### config.mk
export PLATFORM = sky130hd
export DESIGN_NAME = dadda_acc
export DESIGN_NICKNAME = d
export VERILOG_FILES = /design/src/rtl/dadda_pkg.sv /design/src/rtl/dadda_acc_add.sv /design/src/rtl/dadda_acc.sv
export SDC_FILE = /design/constraint.sdc
export NUM_CORES = 1
export LEC_CHECK = 0
export BUFFER_PORTS_ARGS = -buffer_cell sky130_fd_sc_hd__buf_2
export CAP_MARGIN = 10
export CORE_AREA = 2 2 121 123
export CTS_CLUSTER_SIZE = 14
export DETAILED_ROUTE_END_ITERATION = 8
export DIE_AREA = 0 0 123 125
export SYNTH_ARGS = -nofsm -noshare
export SYNTH_HDL_FRONTEND = slang
export SYNTH_SLANG_ARGS = --single-unit
export TNS_END_PERCENT = 1
### constraint.sdc
create_clock -name clk -period 2.2 [get_ports clk]
set_input_delay 0.33 -clock clk [delete_from_list [all_inputs] [get_ports clk]]
set_output_delay 0.33 -clock clk [all_outputs]
set_load 0.1 [all_outputs]
### src/rtl/dadda_pkg.sv
// Shared constants and types for the dadda_16 multiplier / dadda_acc MAC datapath.
package dadda_pkg;

    // Product width produced by dadda_16 (mul_result)
    localparam int unsigned DADDA_PROD_W = 31;

    // Default accumulator and beat-count widths for dadda_acc
    localparam int unsigned DEF_ACC_W = 40;
    localparam int unsigned DEF_CNT_W = 8;

    // Accumulator control states
    typedef enum logic [1:0] {
        ST_IDLE  = 2'd0,
        ST_ACCUM = 2'd1,
        ST_DONE  = 2'd2
    } acc_state_e;

endpackage

### src/rtl/dadda_acc_add.sv
// Combinational ACC_W+1-bit accumulate adder: acc + zero-extended product.
// Optional macro DADDA_ACC_SAT_EN: clamp the sum to all ones on carry-out.
module dadda_acc_add
    import dadda_pkg::*;
#(
    parameter int unsigned PROD_W = DADDA_PROD_W,
    parameter int unsigned ACC_W  = DEF_ACC_W
) (
    input  logic [ACC_W-1:0]  acc_in,
    input  logic [PROD_W-1:0] prod_in,
    output logic [ACC_W-1:0]  sum_c,
    output logic              carry_c
);

    logic [ACC_W:0] full_c;

    // Wide add; the extra bit is the overflow carry. A clamped (all-ones)
    // accumulator re-carries on any non-zero product, so the clamp stays sticky.
    always_comb begin
        full_c  = (ACC_W+1)'(acc_in) + (ACC_W+1)'(prod_in);
        carry_c = full_c[ACC_W];
`ifdef DADDA_ACC_SAT_EN
        sum_c   = carry_c ? {ACC_W{1'b1}} : full_c[ACC_W-1:0];
`else
        sum_c   = full_c[ACC_W-1:0];
`endif
    end

endmodule

### src/rtl/dadda_acc.sv
// Product accumulator for the dadda_16 MAC datapath: sums 'len' products
// received over a valid/ready stream and presents the sum on an output
// handshake. Optional macro DADDA_ACC_SAT_EN selects saturating accumulation.
module dadda_acc
    import dadda_pkg::*;
#(
    parameter int unsigned PROD_W = DADDA_PROD_W,
    parameter int unsigned ACC_W  = DEF_ACC_W,
    parameter int unsigned CNT_W  = DEF_CNT_W
) (
    input  logic              clk,
    input  logic              rst,
    input  logic              start,
    input  logic [CNT_W-1:0]  len,
    input  logic              prod_valid,
    output logic              prod_ready,
    input  logic [PROD_W-1:0] prod_data,
    output logic              acc_valid,
    input  logic              acc_ready,
    output logic [ACC_W-1:0]  acc_data,
    output logic              overflow,
    output logic              busy
);

    acc_state_e       state_q, state_d;
    logic [ACC_W-1:0] acc_q, acc_d;
    logic [CNT_W-1:0] cnt_q, cnt_d;
    logic             ovf_q, ovf_d;
    logic             prod_ready_q, prod_ready_d;
    logic             acc_valid_q, acc_valid_d;
    logic             busy_q, busy_d;

    logic [ACC_W-1:0] sum_c;
    logic             carry_c;
    logic             beat_c;

    dadda_acc_add #(
        .PROD_W (PROD_W),
        .ACC_W  (ACC_W)
    ) u_add (
        .acc_in  (acc_q),
        .prod_in (prod_data),
        .sum_c   (sum_c),
        .carry_c (carry_c)
    );

    assign beat_c = prod_valid & prod_ready_q;

    // Next-state, datapath and registered-output decode
    always_comb begin
        state_d = state_q;
        acc_d   = acc_q;
        cnt_d   = cnt_q;
        ovf_d   = ovf_q;

        unique case (state_q)
            ST_IDLE: begin
                if (start) begin
                    acc_d = '0;
                    ovf_d = 1'b0;
                    if (len != '0) begin
                        cnt_d   = len;
                        state_d = ST_ACCUM;
                    end else begin
                        state_d = ST_DONE;
                    end
                end
            end
            ST_ACCUM: begin
                if (beat_c) begin
                    acc_d = sum_c;
                    ovf_d = ovf_q | carry_c;
                    cnt_d = cnt_q - CNT_W'(1);
                    if (cnt_q == CNT_W'(1)) begin
                        state_d = ST_DONE;
                    end
                end
            end
            ST_DONE: begin
                if (acc_ready) begin
                    state_d = ST_IDLE;
                end
            end
            default: state_d = ST_IDLE;
        endcase

        prod_ready_d = (state_d == ST_ACCUM);
        acc_valid_d  = (state_d == ST_DONE);
        busy_d       = (state_d != ST_IDLE);
    end

    // State and output registers; reset discards any partial job
    always_ff @(posedge clk or posedge rst) begin
        if (rst) begin
            state_q      <= ST_IDLE;
            acc_q        <= '0;
            cnt_q        <= '0;
            ovf_q        <= 1'b0;
            prod_ready_q <= 1'b0;
            acc_valid_q  <= 1'b0;
            busy_q       <= 1'b0;
        end else begin
            state_q      <= state_d;
            acc_q        <= acc_d;
            cnt_q        <= cnt_d;
            ovf_q        <= ovf_d;
            prod_ready_q <= prod_ready_d;
            acc_valid_q  <= acc_valid_d;
            busy_q       <= busy_d;
        end
    end

    assign prod_ready = prod_ready_q;
    assign acc_valid  = acc_valid_q;
    assign acc_data   = acc_q;
    assign overflow   = ovf_q;
    assign busy       = busy_q;

endmodule

== Word-level counts from Yosys, hierarchy flattened ==
Cells that the tools add are included.

* Add/sub/neg operators: 2
* Equality and inequality tests: 8
* Multiplexer cells: 16
* Bitwise gates (word level): 2
* Reduce and logical (&&, ||, !) cells: 6

{| class="wikitable"
|+ Operator list
! kind !! count
|-
| $mux 40 || 2
|-
| $pmux 40 s2 || 1
|-
| $add 40x31->41 || 1
|-
| $mux 8 || 3
|-
| $pmux 8 s2 || 1
|-
| $mux 2 || 5
|-
| $eq 8x1->1 const B || 1
|-
| $reduce_bool 8->1 || 1
|-
| $sub 8x1->8 const B || 1
|-
| $ne 2x2->1 const B || 3
|-
| $pmux 2 s3 || 1
|-
| $eq 2x1->1 const B || 2
|-
| $eq 2x2->1 const B || 2
|-
| $reduce_and 4->1 || 1
|-
| $reduce_bool 2->1 || 2
|-
| $reduce_and 3->1 || 1
|-
| $logic_not 2->1 || 1
|-
| $mux 1 || 2
|-
| $pmux 1 s2 || 1
|-
| $and 1x1->1 || 1
|-
| $or 1x1->1 || 1
|}

* Flip-flop bits (word level): 54
* Input bits: 44

== Depth between registers and ports, before layout ==
Gate-level depths: netlist of the first run.

* Depth in word-level cells: 5
* Mapped depth: 9
* Depth with buffers taken out: 9

== Hierarchy ==
From an unflattened synthesis of the first run, not the netlist that was laid out.

* Cell total of the unflattened synthesis: 537
* Area, all modules: 4319.1 µm²

{| class="wikitable"
|+ By module, submodules not included
! module !! instances !! cells each !! area each (µm²) !! sequential area each (µm²)
|-
| dadda_acc || 1 || 269 || 2436.1 || 1351.3
|-
| dadda_acc_add || 1 || 268 || 1883.1 || 0.0
|}

== Worst setup path after synthesis of the first run ==
Ideal clock, no wire load.

* Path kind: register -> register
* Start: register acc_q[18] (netlist: acc_data[18])
* End: register acc_q[35] (netlist: acc_data[35])
* Arrival time: 2.921 ns
* Setup slack: -0.847 ns
* Cell stages (with the launch flop): 10
* Buffers on the path: 1
* Clock period less this slack: 3.047 ns
* Path through: dfrtp_1 -> ha_1 -> clkbuf_1 -> a21oi_1 -> o21ai_1 -> a221oi_1 -> nand3_1 -> o21ai_2 -> nor4_1 -> a311o_1

* Word-level cells in the longest chain between the ends: 3

{| class="wikitable"
|+ Ends and longest elaborated chain
! item !! RTL line !! text
|-
| from (decl) || dadda_acc.sv:26 || <nowiki>logic [ACC_W-1:0] acc_q, acc_d;</nowiki>
|-
| from (signal assigned) || dadda_acc.sv:96 || <nowiki>acc_q <= '0;</nowiki>
|-
| from (signal assigned) || dadda_acc.sv:104 || <nowiki>acc_q <= acc_d;</nowiki>
|-
| $add 40x31->41 || dadda_acc_add.sv:20 || <nowiki>full_c = (ACC_W+1)'(acc_in) + (ACC_W+1)'(prod_in);</nowiki>
|-
| $mux 40 || dadda_acc.sv:70 || <nowiki>if (beat_c) begin</nowiki>
|-
| $pmux 40 s2 || dadda_acc.sv:56 || <nowiki>unique case (state_q)</nowiki>
|}

Every way passes these cells. The select of a mux whose other input is x is not followed.
A chain may end at the register's enable or synchronous reset.

== Worst setup path in the final report of the first run ==
* Start: register acc_q[9] (netlist: acc_data[9])
* End: register acc_q[36] (netlist: acc_data[36])

Same word-level chain as after synthesis.

==> reports/metrics.yaml, run 1 <==
timing:
  skew_ns: 0.00536
  slew_headroom_pct: 64.0
  worst_slack_ns: -0.252
  period_needed_ns: 2.45
  rsz0062_at_grt: "yes"
  finalSetupViolations: 21
  setup_tns_ns: -2.54
  whs_ns: 0.0356
  finalCritPeriodShare_pct: 111
  fmaxAchievable_mhz: 408
  worst_pin_slew_ns: 0.541
  finalHoldViolCount: 0
  drv_slew: 0
finish:
  final_util_pct: 46.7
  fillers: 1386
  design_area_um2: 6630
  diodes: 0
  stdcell_count: 935
  layout.nets: 828
  drive_gt1_share_pct: 44.1
  area_growth_pct: 51.3
cts:
  cts_tree: "built"
  ctsLongestPathBuffers: 2
  worstSkewPairLatency_ns: 0.31
  cts_sinks: 54
  cts_buffers: 5
  h-tree-depth: 2
  hold_buffers: 0
  ctsRootBufferMaster: "clkbuf_16"
  clk_pin_slew_ns: 0.08
drt:
  drc_errors: 0
  via_count: 4882
  drtPass1Iterations: 7
  viasPerCell: 5.22
  wire_per_inst_um: 15.2
  drtIter0Drc: 207
  ant_nets: 0
  drt-total-wl_um: 14200
critical_path:
  crit_path_start_kind: "register"
  crit_fanout: 5
  cp.arrival_ns: 2.70
  critPathCaptureType: "register"
  crit_required_ns: 2.44
  crit_slowest_cell: "dfrtp_2"
  worst-setup-path-type: "register to register"
  ff2ff_setup_slack_ns: -0.25
  crit_chain: "ha_4 > a21oi_4 > o21ai_2 > or3b_4 > a211oi_4 > o2111ai_4 > a2111o_1 > a21oi_2"
  critical-path-max-stage-delay_ns: 0.44
place:
  place_hpwl_um: 11000
  place.gp.congestion: 0.900
  placed_cells: 925
  pre_cts_slack_ns: -0.408
  io_buffer_count: 87
  dpl_cell_area_um2: 6150
yosys:
  synthTopCellsByCount: "nand2_1 (68), o21ai_0 (63), dfrtp_1 (54)"
  synth.area.top_cells: "dfrtp_1 (31%), ha_1 (9.4%), o21ai_0 (7.2%)"
  yosysSeqAreaShare_pct: 30.8
  synthesis.nets: 622
  yosys_warnings: 0
  yosysTopAreaCell: "dfrtp_1"
  post_synth_num_cell_types: 61
  yosys.area.top_type_share_pct: 30.8
  async_flop_share_pct: 100
  synth_ff_type: "dfrtp_1"
  syn_inst: 544
  ys_seq_elements: 54
  synth_edf_count: 0
  synth_most_common_cell: "nand2_1"
  syn_avg_cell_area_um2: 8.05
  synth_area_um2: 4380
run_status:
  violations: "setup timing"
  status: "finished, violations left"
power_and_ir_drop:
  pwr_density_cell_nw_per_um2: 1720
  finalPower_mw: 11.4
  p_leak_nw: 2.95
  max-vdd-ir-drop_v: 0.00103
die:
  die_x_um: 123
  io_pins: 88
  core-area_um2: 14200
  dieArea_um2: 15400
  rows: 44
  die_h_um: 125
  start_util_pct: 30.8
min_path:
  hold_class: "primary input to asynchronous set/reset pin"
job:
  max-cap-violations: 0
grt:
  grt_usage_pct: 18.7
  grt_pass1_wl_um: 23300
  grt_antenna_before_repair: 0
  grt_pass1_vias: 4883
  overflow: 0
  grt_max_degree: 36
logic make-up after synthesis:
kind of cell	share of synthesized area, %
fa+ha+maj	9.88
xor+xnor	5.00
buf+inv	3.23
compound gates	29.7
mux	0.742
simple gates	20.6
flops	30.8
repair_timing:
action / in CTS / in global routing
setup buffers: 3 / 0
setup endpoints to repair: 28 / 32
gates resized for setup: 43 / 26
pin swaps: 22 / 10
endpoints found under the hold margin: 0 / 0
critical path, delay by kind of cell (launching register included):
kind / cells / cell delay (ns)
and+or+nand+nor: 1 / 0.42
adders and majority gates: 1 / 0.30
AOI/OAI and AO/OA: 6 / 1.22
DFF: 1 / 0.44
final timing paths:
check / from / to / depth (start not counted)
worst min register to register: overflow$_DFFE_PP0P_ / overflow$_DFFE_PP0P_ / 1
min in group clk: start / busy$_DFF_PP0_ / 2
worst max-delay path: acc_data[9]$_DFFE_PP0P_ / acc_data[36]$_DFFE_PP0P_ / 8
worst min-delay path: rst / acc_data[11]$_DFFE_PP0P_ / 2
max in group asynchronous: rst / prod_ready$_DFF_PP0_ / 3
worst max register to register: acc_data[9]$_DFFE_PP0P_ / acc_data[36]$_DFFE_PP0P_ / 8
routing by layer:
layer / part of all wire, % / wire length (µm) / GRT usage (%)
met3: 5.3 / 748 / 3.42
met5: 0 / 0 / 0
met4: 1.2 / 168 / 4.41
met2: 48 / 6860 / 30.8
met1: 45 / 6400 / 25.4
report_power, final:
part / total, mW / internal [mW] / switching, mW
logic: 8.62 / 3.20 / 5.42
clock network: 0.984 / 0.548 / 0.436
registers: 1.78 / 1.44 / 0.343
total: 11.4 / 5.19 / 6.20
final cells by class:
type | count | area [µm²] | share of cell area (%)
clock inverter | 3 | 47.5 | 0.717
timing repair buffer | 221 | 1460 | 22.0
tap | 184 | 230 | 3.47
multi-input combinational | 454 | 3330 | 50.2
inverter | 14 | 52.6 | 0.793
sequential | 54 | 1390 | 21.0
clock buffer | 5 | 125 | 1.89
flip-flops by register name (all words and copies together) (netlist names):
| register | cells |
|---|---|
| acc_data | 40 |
| overflow | 1 |
| acc_valid | 1 |
| prod_ready | 1 |
| busy | 1 |
| state_q | 2 |
| cnt_q | 8 |
layout by cell type, fill, tap and decap left out, types with 13 or more instances in the layout:
master,count
a21oi_1,36
nor2_1,32
buf_4,132
o21ai_1,22
ha_1,18
dfrtp_2,30
buf_2,87
a21o_1,14
nand2_1,65
o21ai_0,49
xor2_1,15
dfrtp_1,24
nand3_1,14
inv_1,13
Power figures use the tool's default switching activity.
==> inputs of run 2 (changes only) <==
--- a/config.mk
+++ b/config.mk
@@ -8,9 +8,9 @@
 export BUFFER_PORTS_ARGS = -buffer_cell sky130_fd_sc_hd__buf_2
 export CAP_MARGIN = 10
 export CORE_AREA = 2 2 121 123
-export CTS_CLUSTER_SIZE = 14
 export DETAILED_ROUTE_END_ITERATION = 8
 export DIE_AREA = 0 0 123 125
+export SETUP_SLACK_MARGIN = 0.05
 export SYNTH_ARGS = -nofsm -noshare
 export SYNTH_HDL_FRONTEND = slang
 export SYNTH_SLANG_ARGS = --single-unit
==> run 2 against run 1 <==
  * The flow still finishes with violations (setup timing)
  * Non-clock buffer count increased by 1
  * Clock skew decreased by 0.00083 ns
  * Count of clock-buffer cells in the layout unchanged
  * Critical endpoint unchanged
  * Largest cell class unchanged
==> reports/metrics.yaml, run 2 (synthesis gave the netlist of run 1 again) <==
run_status:
  status: "finished, violations left"
  violations: "setup timing"
place:
  place.gp.congestion: 0.900  # unchanged
  dpl_cell_area_um2: 6150  # unchanged
  io_buffer_count: 87  # unchanged
  pre_cts_slack_ns: -0.408  # unchanged
  placed_cells: 925  # unchanged
  place_hpwl_um: 11000  # unchanged
drt:
  drc_errors: 0  # unchanged
  viasPerCell: 5.21  # -0.17%
  drtPass1Iterations: 6  # -1
  drt-total-wl_um: 14200  # +0.28%
  drtIter0Drc: 179  # -14%
  wire_per_inst_um: 15.2  # +0.17%
  ant_nets: 0  # unchanged
  via_count: 4879  # -0.061%
finish:
  layout.nets: 829  # +0.12%
  design_area_um2: 6620  # -0.15%
  diodes: 0  # unchanged
  largest_register_ff_count: 40  # unchanged
  drive_gt1_share_pct: 44.0  # -0.059 points
  final_cell_mix: "buf_4 (133), buf_2 (87), nand2_1 (67)"
  stdcell_count: 936  # +0.11%
  layout.cells.most_common: "buf_4"
  final_util_pct: 46.6  # -0.071 points
  area_growth_pct: 51.1
cts:
  cts_sinks: 54  # unchanged
  ctsLongestPathBuffers: 2  # unchanged
  clk_pin_slew_ns: 0.08  # about the same
  cts_buffers: 5  # unchanged
  h-tree-depth: 2  # unchanged
  hold_buffers: 0  # unchanged
  ctsRootBufferMaster: "clkbuf_16"
  worstSkewPairLatency_ns: 0.31  # about the same
  cts_tree: "built"
timing:
  fmaxAchievable_mhz: 403  # -1.2%
  worst_pin_slew_ns: 0.540  # -0.000185 ns
  finalCritPeriodShare_pct: 113  # +1.4 points
  worst_slack_ns: -0.283  # -0.0309 ns
  drv_slew: 0  # unchanged
  setup_tns_ns: -2.61  # -0.0704 ns
  skew_ns: 0.00454  # -0.000825 ns
  finalSetupViolations: 20  # -4.8%
  rsz0062_at_grt: "yes"
  finalHoldViolCount: 0  # unchanged
  period_needed_ns: 2.48  # +0.0309 ns
  slew_headroom_pct: 64.0  # about the same
job:
  max-cap-violations: 0  # unchanged
power_and_ir_drop:
  pwr_density_cell_nw_per_um2: 1720  # about the same
  max-vdd-ir-drop_v: 0.000968  # -6.0%
  p_leak_nw: 2.96  # +0.26%
critical_path:
  crit_required_ns: 2.44  # about the same
  cp.arrival_ns: 2.72  # +0.02 ns
  crit_path_start_kind: "register"
  crit_chain: "ha_4 > a21oi_4 > o21ai_2 > or3b_4 > a211oi_4 > o2111ai_2 > a2111o_1 > a21oi_1"
  crit_fanout: 5  # unchanged
  critical-path-max-stage-delay_ns: 0.43  # about the same
  worst-setup-path-type: "register to register"
  critPathCaptureType: "register"
  crit_slowest_cell: "dfrtp_2"
die:
  die_x_um: 123  # unchanged
  start_util_pct: 30.8  # unchanged
  dieArea_um2: 15400  # unchanged
  rows: 44  # unchanged
  io_pins: 88  # unchanged
  die_h_um: 125  # unchanged
  core-area_um2: 14200  # unchanged
grt:
  overflow: 0  # unchanged
  grt_pass1_wl_um: 23300  # +0.30%
  grt_max_degree: 36  # unchanged
  grt_usage_pct: 18.7  # +0.038 points
  grt_antenna_before_repair: 0  # unchanged
  grt_pass1_vias: 4894  # +0.23%
min_path:
  hold_class: "primary input to asynchronous set/reset pin"
==> run 2: cell types whose count changed in the layout (fill, tap and decap cells not counted), moves of 2 or more <==
cell | before | now
a21oi_1 | 36 | 39
nor2_2 | 1 | 3
a21oi_2 | 12 | 9
nand2_2 | 3 | 1
nand2_1 | 65 | 67
==> run 2: final timing paths <==
path                                    startpoint                        to  slack, ns  cells after the start
max in group asynchronous                      rst      prod_ready$_DFF_PP0_       1.59                      3
setup reg to reg           acc_data[9]$_DFFE_PP0P_  acc_data[36]$_DFFE_PP0P_      -0.28                      8
hold / removal                                 rst  acc_data[11]$_DFFE_PP0P_       0.03                      2
min in group clk                             start            busy$_DFF_PP0_       0.28                      2
hold reg to reg               overflow$_DFFE_PP0P_      overflow$_DFFE_PP0P_       0.50                      1
setup / recovery           acc_data[9]$_DFFE_PP0P_  acc_data[36]$_DFFE_PP0P_      -0.28                      8
==> run 2: area by class of cell <==
cell class	count	area, µm²
inverter	14	52.6
sequential	54	1390
clock buffer	5	125
tap	184	230
multi-input combinational	454	3310
clock inverter	3	47.5
timing repair buffer	222	1470
fill	1390	7580
==> run 2: per-layer routing <==
metal / up-vias / global-route usage (%) / share of wire (%)
met5: - / 0 / 0
met4: 0 / 4.41 / 1.2
met3: 11 / 3.42 / 4.3
met2: 102 / 30.9 / 48
met1: 2318 / 25.4 / 46
li1: 2448 / - / -
==> run 2: repair_timing <==
item                                    4_1_cts  5_1_grt
resized for setup                            46       18
endpoints found under the setup margin       32       33
pin swaps                                    23        3
setup buffers                                 3        0
==> run 2: where the power goes <==
group          total [mW]  leakage [nW]  switching (mW)  internal (mW)
registers            1.78         0.628           0.344           1.44
clock network       0.988        0.0848           0.440          0.548
logic                8.61          2.25            5.39           3.21
total                11.4          2.96            6.18           5.20
==> run 2: through the flow <==
| stage | hold slack (ns) | power [mW] |
|---|---|---|
| finish | 0.0317 | 11.4 |
| global route | 0.0810 | 12.1 |
| CTS | 0.0589 | 11.3 |
| detailed placement | 0.404 | 9.89 |
| global placement | 0.395 | 9.79 |
| floorplan | 0.455 | 7.24 |
==> run 2: critical path, delay by kind of cell, from the launching register on <==
kind / cells / cell delay (ns)
compound gates: 6 / 1.24
flops: 1 / 0.43
simple gates: 1 / 0.42
fa+ha+maj: 1 / 0.30
==> inputs of run 3 (changes only) <==
--- a/config.mk
+++ b/config.mk
@@ -7,11 +7,13 @@
 export LEC_CHECK = 0
 export BUFFER_PORTS_ARGS = -buffer_cell sky130_fd_sc_hd__buf_2
 export CAP_MARGIN = 10
-export CORE_AREA = 2 2 121 123
+export CORE_AREA = 2 2 120 122
 export DETAILED_ROUTE_END_ITERATION = 8
-export DIE_AREA = 0 0 123 125
+export DIE_AREA = 0 0 122 124
+export GPL_TIMING_DRIVEN = 0
 export SETUP_SLACK_MARGIN = 0.05
 export SYNTH_ARGS = -nofsm -noshare
 export SYNTH_HDL_FRONTEND = slang
+export SYNTH_HIERARCHICAL = 1
 export SYNTH_SLANG_ARGS = --single-unit
 export TNS_END_PERCENT = 1
==> run 3 against run 2 <==
  * Area after synthesis down 1.4%
  * Highest routed layer unchanged
  * Die area down 1.6%
  * Critical path depth up 2
  * Critical path type unchanged
  * Clock skew up 0.0018 ns
  * The run still ends with setup timing left
  * Utilization down 7.9 points
  * Global-route usage down 2.6 points
  * Worst setup slack worse by 0.10 ns
  * Via count down 14%
  * Sequential share of layout area up 5.1 points
  * Sequential cell count unchanged
  * Cell count down 13%
==> reports/metrics.yaml, run 3 <==
die:
  io_pins: 88  # unchanged
  die_h_um: 124  # -0.80%
  core-area_um2: 13700  # -3.4%
  die_x_um: 122  # -0.81%
  start_util_pct: 31.5  # +0.63 points
  dieArea_um2: 15100  # -1.6%
  rows: 43  # -2.3%
drt:
  drtPass1Iterations: 5  # -1
  drc_errors: 0  # unchanged
  drt-total-wl_um: 11800  # -17%
  viasPerCell: 5.13  # -1.6%
  via_count: 4175  # -14%
  ant_nets: 0  # unchanged
  wire_per_inst_um: 14.5  # -4.9%
  drtIter0Drc: 199  # +11%
timing:
  finalCritPeriodShare_pct: 118  # +4.7 points
  period_needed_ns: 2.59  # +0.103 ns
  finalSetupViolations: 25  # +25%
  worst_pin_slew_ns: 0.508  # -0.0321 ns
  skew_ns: 0.00629  # +0.00176 ns
  worst_slack_ns: -0.386  # -0.103 ns
  drv_slew: 0  # unchanged
  slew_headroom_pct: 66.1  # +2.1 points
  finalHoldViolCount: 0  # unchanged
  fmaxAchievable_mhz: 387  # -4.0%
  rsz0062_at_grt: "yes"
place:
  place.gp.congestion: 0.902  # +0.20%
  dpl_cell_area_um2: 5050  # -18%
  pre_cts_slack_ns: -0.479  # -0.0714 ns
  io_buffer_count: 87  # unchanged
  place_hpwl_um: 9090  # -17%
critical_path:
  critPathCaptureType: "register"
  crit_slowest_cell: "dfrtp_2"
  worst-setup-path-type: "register to register"
  crit_fanout: 5  # unchanged
  crit_chain: "ha_4 > fa_2 > a211oi_2 > o211ai_2 > a21oi_4 > o41ai_4 > o21ai_2 > a21oi_1 > a41oi_1 > nor2_1"
  crit_required_ns: 2.39  # -0.05 ns
  critical-path-max-stage-delay_ns: 0.43  # about the same
  crit_path_start_kind: "register"
  path_buf_inv: 0  # unchanged
  cp.arrival_ns: 2.78  # +0.06 ns
  crit_family: "compound AO/OA/AOI/OAI gates"
cts:
  cts_sinks: 54  # unchanged
  post-cts-setup-buffers: 0  # -3
  worstSkewPairLatency_ns: 0.31  # about the same
  cts_buffers: 5  # unchanged
  ctsLongestPathBuffers: 2  # unchanged
  h-tree-depth: 2  # unchanged
  clk_pin_slew_ns: 0.07  # about the same
  ctsRootBufferMaster: "clkbuf_16"
  cts_tree: "built"
yosys:
  yosysSeqAreaShare_pct: 31.3  # +0.45 points
  synth_ff_type: "dfrtp_1"
  synthTopCellsByCount: "nand2_1 (118), dfrtp_1 (54), a21oi_1 (51), nand3_1 (51), ha_1 (33)"
  synth_area_um2: 4320  # -1.4%
  synthesis.nets: 615  # -1.1%
  syn_inst: 537  # -1.3%
  yosys_warnings: 6  # +6
  syn_avg_cell_area_um2: 8.04  # -0.14%
  synth_most_common_cell: "nand2_1"
  yosys.area.top_type_share_pct: 31.3  # +0.45 points
  yosysTopAreaCell: "dfrtp_1"
  synth_edf_count: 0  # unchanged
  ys_seq_elements: 54  # unchanged
  async_flop_share_pct: 100  # unchanged
  synth.area.top_cells: "dfrtp_1 (31%), nand2_1 (10%), ha_1 (9.6%)"
  post_synth_num_cell_types: 67  # +9.8%
grt:
  grt_antenna_before_repair: 0  # unchanged
  grt_max_degree: 40  # +11%
  grt_pass1_vias: 4149  # -15%
  grt_usage_pct: 16.2  # -2.6 points
  overflow: 0  # unchanged
  grt_pass1_wl_um: 19500  # -17%
finish:
  diodes: 0  # unchanged
  area_growth_pct: 22.9
  drive_gt1_share_pct: 28.4  # -16 points
  largest_register_ff_count: 40  # unchanged
  final_cell_mix: "nand2_1 (118), buf_2 (99), nand3_1 (51)"
  layout.cells.most_common: "nand2_1"
  layout.nets: 711  # -14%
  design_area_um2: 5310  # -20%
min_path:
  hold_class: "primary input to register"
run_status:
  violations: "setup timing"
  status: "finished, violations left"
job:
  max-cap-violations: 0  # unchanged
-- run 3: logic make-up after synthesis --
logic type	count (synthesis)	share of synthesized area [%]
adders and majority gates	34	10.0
xor gates and xnor gates	37	7.50
AOI/OAI and AO/OA	141	21.6
DFF	54	31.3
buffers and inverters	36	4.69
and+or+nand+nor	235	24.9
-- run 3: final timing paths --
kind                                     startpoint                       end  slack [ns]  depth (start not counted)
min reg2reg                acc_data[19]$_DFFE_PP0P_  acc_data[19]$_DFFE_PP0P_        0.49                          2
min                                           start            busy$_DFF_PP0_        0.30                          2
max reg2reg                 acc_data[0]$_DFFE_PP0P_      overflow$_DFFE_PP0P_       -0.39                         10
max in group asynchronous                       rst  acc_data[30]$_DFFE_PP0P_        1.10                          4
min in group asynchronous                       rst  acc_data[18]$_DFFE_PP0P_        0.55                          3
max                         acc_data[0]$_DFFE_PP0P_      overflow$_DFFE_PP0P_       -0.39                         10
-- run 3: worst register-to-register path, stage by stage (launching register included) --
cell,delay (ns)
dfrtp_2,0.43
ha_4,0.18
fa_2,0.37
a211oi_2,0.26
o211ai_2,0.17
a21oi_4,0.24
o41ai_4,0.10
o21ai_2,0.27
a21oi_1,0.15
a41oi_1,0.24
nor2_1,0.07
-- run 3: metal layers --
layer / up-vias / wire [µm] / GRT usage (%)
li1: 2096 / - / -
met1: 1983 / 5410 / 19.8
met2: 84 / 5500 / 27.2
met3: 12 / 683 / 4.85
met4: 0 / 170 / 5.39
met5: - / 0 / 0
-- run 3: timing repair --
action / 4_1_cts / 5_1_grt
gates resized for setup: 7 / 8
pin swaps: 5 / 5
cloned: 0 / 0
hold buffers: 1 / 0
endpoints found under the hold margin: 4 / 0
setup endpoints to repair: 28 / 30
-- run 3: area by class of cell --
cell class / instances / area (µm²)
fillers: 1426 / 8410
repair buffers: 89 / 465
flip-flops and latches: 54 / 1390
clock buffers: 7 / 143
well taps: 180 / 225
multi-input cells: 447 / 2850
clock inverters: 1 / 30.0
plain buffers: 25 / 163
inverters: 11 / 41.3
-- run 3: stage by stage --
| stage | cells | utilization [%] | TNS (ns) | hold slack [ns] |
|---|---|---|---|---|
| floorplan | 537 | - | -8.03 | 0.455 |
| global placement | 804 | 36.7 | -29.93 | 0.473 |
| detailed placement | 805 | 36.8 | -6.78 | 0.333 |
| CTS | 814 | 38.4 | -5.47 | 0.285 |
| global route | 814 | 38.7 | -9.42 | 0.308 |
| finish | 814 | 38.7 | -5.47 | 0.298 |
Power of run 3 is left out: the tool's default activity adds up to more than one toggle a clock period on the data nets, which glitch-free logic cannot reach.
